==> src/rtl/ctrl_pipe.sv <==
// ctrl_pipe: elastic FIFO of DEPTH words with 4-phase req/ack handshakes on both sides.
// Optional macro CTRL_PIPE_STATUS_EN adds registered level/full/empty outputs.
module ctrl_pipe #(
    parameter int WIDTH = 8,
    parameter int DEPTH = 4
) (
    input  logic             clk,
    input  logic             rst,
    input  logic             req_in,
    input  logic [WIDTH-1:0] data_in,
    output logic             ack_in,
    output logic             req_out,
    output logic [WIDTH-1:0] data_out,
    input  logic             ack_out,
    output logic             ctrl_out
`ifdef CTRL_PIPE_STATUS_EN
    ,
    output logic [$clog2(DEPTH):0] level,
    output logic                   full,
    output logic                   empty
`endif
);
    localparam int AW = $clog2(DEPTH);
    localparam logic [AW:0] PTR_ONE = {{AW{1'b0}}, 1'b1};

    typedef enum logic {IN_IDLE, IN_ACK} in_state_t;
    typedef enum logic [1:0] {OUT_IDLE, OUT_REQ, OUT_WAIT} out_state_t;

    in_state_t        r_in_state;
    in_state_t        w_in_next;
    out_state_t       r_out_state;
    out_state_t       w_out_next;
    logic [WIDTH-1:0] r_mem [DEPTH];
    logic [AW:0]      r_wr_ptr;
    logic [AW:0]      r_rd_ptr;
    logic [AW:0]      w_wr_next;
    logic [AW:0]      w_rd_next;
    logic             w_full;
    logic             w_empty;
    logic             w_push;
    logic             w_load;
    logic             w_pop;
    logic             r_ctrl;
    logic [WIDTH-1:0] r_data_out;

    // Same index with differing wrap bits means every entry is occupied.
    assign w_empty = (r_wr_ptr == r_rd_ptr);
    assign w_full  = (r_wr_ptr[AW] != r_rd_ptr[AW]) &&
                     (r_wr_ptr[AW-1:0] == r_rd_ptr[AW-1:0]);

    assign w_wr_next = w_push ? (r_wr_ptr + PTR_ONE) : r_wr_ptr;
    assign w_rd_next = w_pop  ? (r_rd_ptr + PTR_ONE) : r_rd_ptr;

    always_comb begin
        w_in_next = r_in_state;
        w_push    = 1'b0;
        case (r_in_state)
            IN_IDLE: begin
                if (req_in && !w_full) begin
                    w_push    = 1'b1;
                    w_in_next = IN_ACK;
                end
            end
            IN_ACK: begin
                if (!req_in) begin
                    w_in_next = IN_IDLE;
                end
            end
            default: w_in_next = IN_IDLE;
        endcase
    end

    always_comb begin
        w_out_next = r_out_state;
        w_load     = 1'b0;
        w_pop      = 1'b0;
        case (r_out_state)
            OUT_IDLE: begin
                if (!w_empty && !ack_out) begin
                    w_load     = 1'b1;
                    w_out_next = OUT_REQ;
                end
            end
            OUT_REQ: begin
                if (ack_out) begin
                    w_pop      = 1'b1;
                    w_out_next = OUT_WAIT;
                end
            end
            OUT_WAIT: begin
                if (!ack_out) begin
                    w_out_next = OUT_IDLE;
                end
            end
            default: w_out_next = OUT_IDLE;
        endcase
    end

    always_ff @(posedge clk) begin
        if (rst) begin
            r_in_state  <= IN_IDLE;
            r_out_state <= OUT_IDLE;
            r_wr_ptr    <= '0;
            r_rd_ptr    <= '0;
            r_ctrl      <= 1'b0;
            r_data_out  <= '0;
        end else begin
            r_in_state  <= w_in_next;
            r_out_state <= w_out_next;
            r_wr_ptr    <= w_wr_next;
            r_rd_ptr    <= w_rd_next;
            r_ctrl      <= w_push;
            if (w_load) begin
                r_data_out <= r_mem[r_rd_ptr[AW-1:0]];
            end
        end
    end

    // Storage is not reset; the pointers alone define which entries are live.
    always_ff @(posedge clk) begin
        if (w_push && !rst) begin
            r_mem[r_wr_ptr[AW-1:0]] <= data_in;
        end
    end

    assign ack_in   = (r_in_state == IN_ACK);
    assign req_out  = (r_out_state == OUT_REQ);
    assign data_out = r_data_out;
    assign ctrl_out = r_ctrl;

`ifdef CTRL_PIPE_STATUS_EN
    localparam logic [AW:0] LVL_FULL = {1'b1, {AW{1'b0}}};
    logic [AW:0] w_level_next;

    assign w_level_next = w_wr_next - w_rd_next;

    always_ff @(posedge clk) begin
        if (rst) begin
            level <= '0;
            full  <= 1'b0;
            empty <= 1'b1;
        end else begin
            level <= w_level_next;
            full  <= (w_level_next == LVL_FULL);
            empty <= (w_level_next == '0);
        end
    end
`endif

endmodule

==> config.mk <==
export PLATFORM = sky130hd
export DESIGN_NAME = ctrl_pipe
export DESIGN_NICKNAME = d
export VERILOG_FILES = /design/src/rtl/ctrl_pipe.sv
export SDC_FILE = /design/constraint.sdc
export NUM_CORES = 1
export LEC_CHECK = 0
export ABC_AREA = 1
export CAP_MARGIN = 20
export CORE_MARGIN = 2
export CORE_UTILIZATION = 30
export DETAILED_ROUTE_END_ITERATION = 7
export GPL_TIMING_DRIVEN = 1
export SYNTH_ARGS = -nofsm -noshare
export SYNTH_HDL_FRONTEND = slang
export SYNTH_SLANG_ARGS = --single-unit
==> constraint.sdc <==
create_clock -name clk -period 2.1 [get_ports clk]
set_clock_uncertainty 0.1 [all_clocks]
set_input_delay 0.42 -clock clk [delete_from_list [all_inputs] [get_ports clk]]
set_output_delay 0.42 -clock clk [all_outputs]
set_load 0.02 [all_outputs]
# --- Yosys cells after proc, flatten, opt, wreduce, memory -nomap -nowiden ---
# Memories as Yosys holds them, arrays and structs flattened. A register that Yosys moved wholly into a read port is not among the register bits.
# Index checks and enable logic that the tools add are counted.
classes:
  n_mux: 14
  add_sub_neg: 2
  bitwise_logic: 1
  reduce_logical: 10
  n_eq_ne: 8
ops:
  columns: ["operator", "count"]
  rows:
  - ["1-bit 2-to-1 mux", 9]
  - ["3-bit by 1-bit adder with 3-bit output, second input constant", 2]
  - ["2-bit 2-to-1 mux", 3]
  - ["2-bit case mux with 3 select lines", 1]
  - ["1-bit logical AND", 4]
  - ["1-bit zero test", 4]
  - ["2-bit inequality test, second input constant", 2]
  - ["3-bit equality test", 1]
  - ["3-bit AND reduction", 1]
  - ["2-bit by 1-bit equality test with 1-bit output, second input constant", 1]
  - ["2-bit equality test", 1]
  - ["2-bit equality test, second input constant", 1]
  - ["2-bit zero test", 1]
  - ["2-bit by 1-bit inequality test with 1-bit output, second input constant", 1]
  - ["1-bit case mux with 2 select lines", 1]
  - ["1-bit inequality test", 1]
  - ["1-bit NOT", 1]
word_totals:
  mem_bits_rw: 32
  register_bits: 10
  in_bits: 12
  mem_count: 1
  out_inout_bits: 11
mem_list:
  columns: ["name", "words", "width", "read_ports", "rd_clocked_by_memory_dff", "wr", "line", "source"]
  rows:
  - ["r_mem", 4, 8, 1, 1, 1, "33", "logic [WIDTH-1:0] r_mem [DEPTH];"]

# --- Depth between registers and ports, before layout ---
depth:
  depth_word: 9
  depth_mapped: 10
  depth_no_buf: 8

# --- Worst setup path before layout ---
# No wires, ideal clock.
synth_timing:
  kind: "reg-to-reg"
  start: "register r_rd_ptr[1]"
  end: "memory r_mem[0][0] (enable)"
  path_stages_with_launch: 10
  t_arrival_ns: 1.321
  required_ns: 1.629
  path_slack_ns: 0.308
  cell_sequence: "dfxtp_1 buf_6 inv_6 nand2_2 nand2_2 nand3_2 nand2_2 nor2_2 inv_2 nor2_1"
synth_between:
  elab_chain_len: 9
synth_rtl:
  columns: ["item", "line", "source"]
  rows:
  - ["from (decl)", "35", "logic [AW:0] r_rd_ptr;"]
  - ["from (signal assigned)", "111", "r_rd_ptr <= w_rd_next;"]
  - ["2-bit equality test", "49", "(r_wr_ptr[AW-1:0] == r_rd_ptr[AW-1:0]);"]
  - ["1-bit logical AND", "48", "assign w_full = (r_wr_ptr[AW] != r_rd_ptr[AW]) &&"]
  - ["1-bit zero test", "59", "if (req_in && !w_full) begin"]
  - ["1-bit logical AND", "59", null]
  - ["1-bit 2-to-1 mux", "59", null]
  - ["1-bit 2-to-1 mux", "57", "case (r_in_state)"]
  - ["1-bit logical AND", "121", "if (w_push && !rst) begin"]
  - ["1-bit 2-to-1 mux", "121", null]
  - ["1-bit 2-to-1 mux (implied by the code)", "122", "r_mem[r_wr_ptr[AW-1:0]] <= data_in;"]
  - ["to (decl)", "33", null]
# No other way between the ends.

# --- Worst setup path after layout ---
layout_timing:
  start: "register r_data_out[1], in the netlist data_out[1], read port of r_mem"
  end: "output data_out[1]"
layout_lines:
  columns: ["item", "line", "source"]
  rows:
  - ["from (decl)", "44", "logic [WIDTH-1:0] r_data_out;"]
  - ["to (decl)", "13", "output logic [WIDTH-1:0] data_out,"]
# No word-level cell between the ends.

==> flow_metrics.tcl <==
set metrics [dict create \
    cts_buffers 5 \
    gp_congestion 0.7939 \
    h-tree-depth 2 \
    clockBufferDepth 2 \
    cpPeakStageDelay_ns 0.63 \
    via_count 1660 \
    crit_required_ns 1.58 \
    startpoint_type "flip-flop" \
    min_path_cells 2 \
    rows 31 \
    floorplan.initialDensity 0.3122 \
    dp_hpwl_um 3440 \
    nFillCells 744 \
    p_leak_nw 1.245 \
    synthesis.area_sq_um 2288 \
    synth_seq_cells 50 \
    path_delay_family "buffers and inverters" \
    relSlewSlack 0.7577 \
    dieArea_sq_um 8343 \
    viasPerCell 4.278 \
    grt_max_degree 19 \
    path_clk_slew_ns 0.08 \
    outcome "completed" \
    grt_usage 0.1241 \
    rsz0062_at_grt "false" \
    root_buffer "clkbuf_8" \
    wl_um 4719 \
    crit_slowest_cell "clkdlybuf4s50_1" \
    tns_ns 0 \
    drtAntennaViolNets 0 \
    drive_gt1_frac 0.1107 \
    core_area_sq_um 7331 \
    endpoint_kind "primary output" \
    drc 0 \
    hold_viol 0 \
    syn_avg_cell_area_sq_um 8.939 \
    post-route-util 0.3741 \
    slew_violations 0 \
    setup_violations 0 \
    multi_input_comb_area_sq_um 698.2 \
    crit_chain "clkdlybuf4s50_1" \
    routedWlPerCell_um 12.16 \
    ys_seq_area_frac 0.5774 \
    die-width_um 91.34 \
    fin_crit_ns 1.824 \
    io_pins 23 \
    clk_latency_ns 0.31 \
    min_path_type "reg -> reg" \
    ff_latch_area_sq_um 1321 \
    first_global_vias 1591 \
    synth_cell_type_count 24 \
    area.growth.synth_to_final_pct 19.85 \
    num_antenna_cells 0 \
    period_share 0.8687 \
    synth_cells 256 \
    critPathArrivalTime_ns 1.30 \
    rr_worst_depth 9 \
    powerDensity_nw_per_um2 737.3 \
    cts_resized 0 \
    cts_tree "yes" \
    crit_fanout 2 \
    cts_sinks 50 \
    initialDrtViolationCount 101 \
    numPortBuffers 22 \
    antenna_found_initial 0 \
    grt_pass1_wl_um 7762 \
    path_buf_inv 1 \
    worst_slew_pin_slew_ns 0.3630 \
    cap_viol_max_count 0 \
    yosys_warnings 0 \
    post-cts-setup-buffers 0 \
    syn_nets 273 \
    holdBufCountCts 0 \
    nets 305 \
    criticalPathCategory "reg -> out" \
    peakVddDrop_mv 0.3365 \
    cp_num_cells 1 \
    drt-pass1-iter-count 4 \
    grt-ovfl-total 0 \
    fmax_mhz 548.1 \
    die_y_um 91.34 \
]
where the power goes:
group,switching (mW),internal [mW]
clock,0.318,0.236
combinational,0.205,0.143
sequential,0.0291,1.09
cell families (layout without fill, tap and decap cells):
family / Yosys count / count (layout) / share of synthesized area
buf+inv: 64 / 97 / 0.1175
fa+ha+maj: 5 / 5 / 0.02734
simple gates: 126 / 126 / 0.2471
flops: 50 / 50 / 0.5774
compound gates: 9 / 9 / 0.01968
xor+xnor: 2 / 2 / 0.01094
cells in the mapped netlist, drive strengths merged:
cell type,n,share of area
xor2,1,0.0038
nand2,65,0.11
inv,58,0.097
dfxtp,18,0.16
nor3b,1,0.0033
a21oi,5,0.011
clkbuf,2,0.0033
nor3,2,0.0093
ha,5,0.027
nor2,28,0.048
buf,4,0.017
xnor2,1,0.0071
nand3,29,0.071
edfxtp,32,0.42
nand3b,1,0.0033
o21ai,4,0.0087
metal layers:
| metal | track usage | part of all wire | up-vias |
|---|---|---|---|
| met5 | 0 | 0 | - |
| met3 | 0.02739 | 0.050 | 7 |
| met2 | 0.2006 | 0.48 | 37 |
| met1 | 0.1601 | 0.45 | 763 |
| met4 | 0.05303 | 0.018 | 0 |
| li1 | - | - | 853 |
final cells by class:
class                   instances  area share
multi-input cells             142      0.2546
flip-flops and latches         50      0.4818
inverters                      58     0.08120
well taps                      99     0.04516
clock inverters                 2    0.005018
clock buffers                   6     0.02646
repair buffers                 31      0.1058
registers in the layout, indices dropped and copies added, names as in the netlist:
name and flops:
r_rd_ptr 3, r_mem 32, ctrl_out 1, r_wr_ptr 3, data_out 8, ack_in 1
r_out_state 2
final timing paths:
check	to	slack, ns	start
worst min register to register	data_out[3]	0.39	data_out[3]
worst min-delay path	data_out[3]	0.39	data_out[3]
worst max register to register	r_mem[2][1]	0.37	r_rd_ptr[1]
worst max-delay path	data_out[1]	0.28	data_out[1]
metrics by stage:
step	power [mW]	instances	instance area (sq um)	worst slack, ns	hold WS [ns]
5_1_grt	2.126	388	2743	0.2110	0.4126
3_3_place_gp	1.495	380	2654	0.08292	0.3708
3_5_place_dp	1.497	380	2654	0.08799	0.3764
6_report	2.022	388	2743	0.2757	0.3873
4_1_cts	2.041	388	2740	0.05705	0.3913
2_1_floorplan	1.353	256	2288	0.3081	0.3877
cells in the final DEF (no fill, tap or decap), types with 5 or more instances in the layout:
cell,n
nand2_1,60
inv_1,53
edfxtp_1,32
nand3_1,27
nor2_1,26
clkdlybuf4s50_1,21
dfxtp_1,18
buf_4,9
nand2_2,5
a21oi_1,5
ha_1,5
clkbuf_8,5
Note: power is estimated with default switching activity, not from simulation.
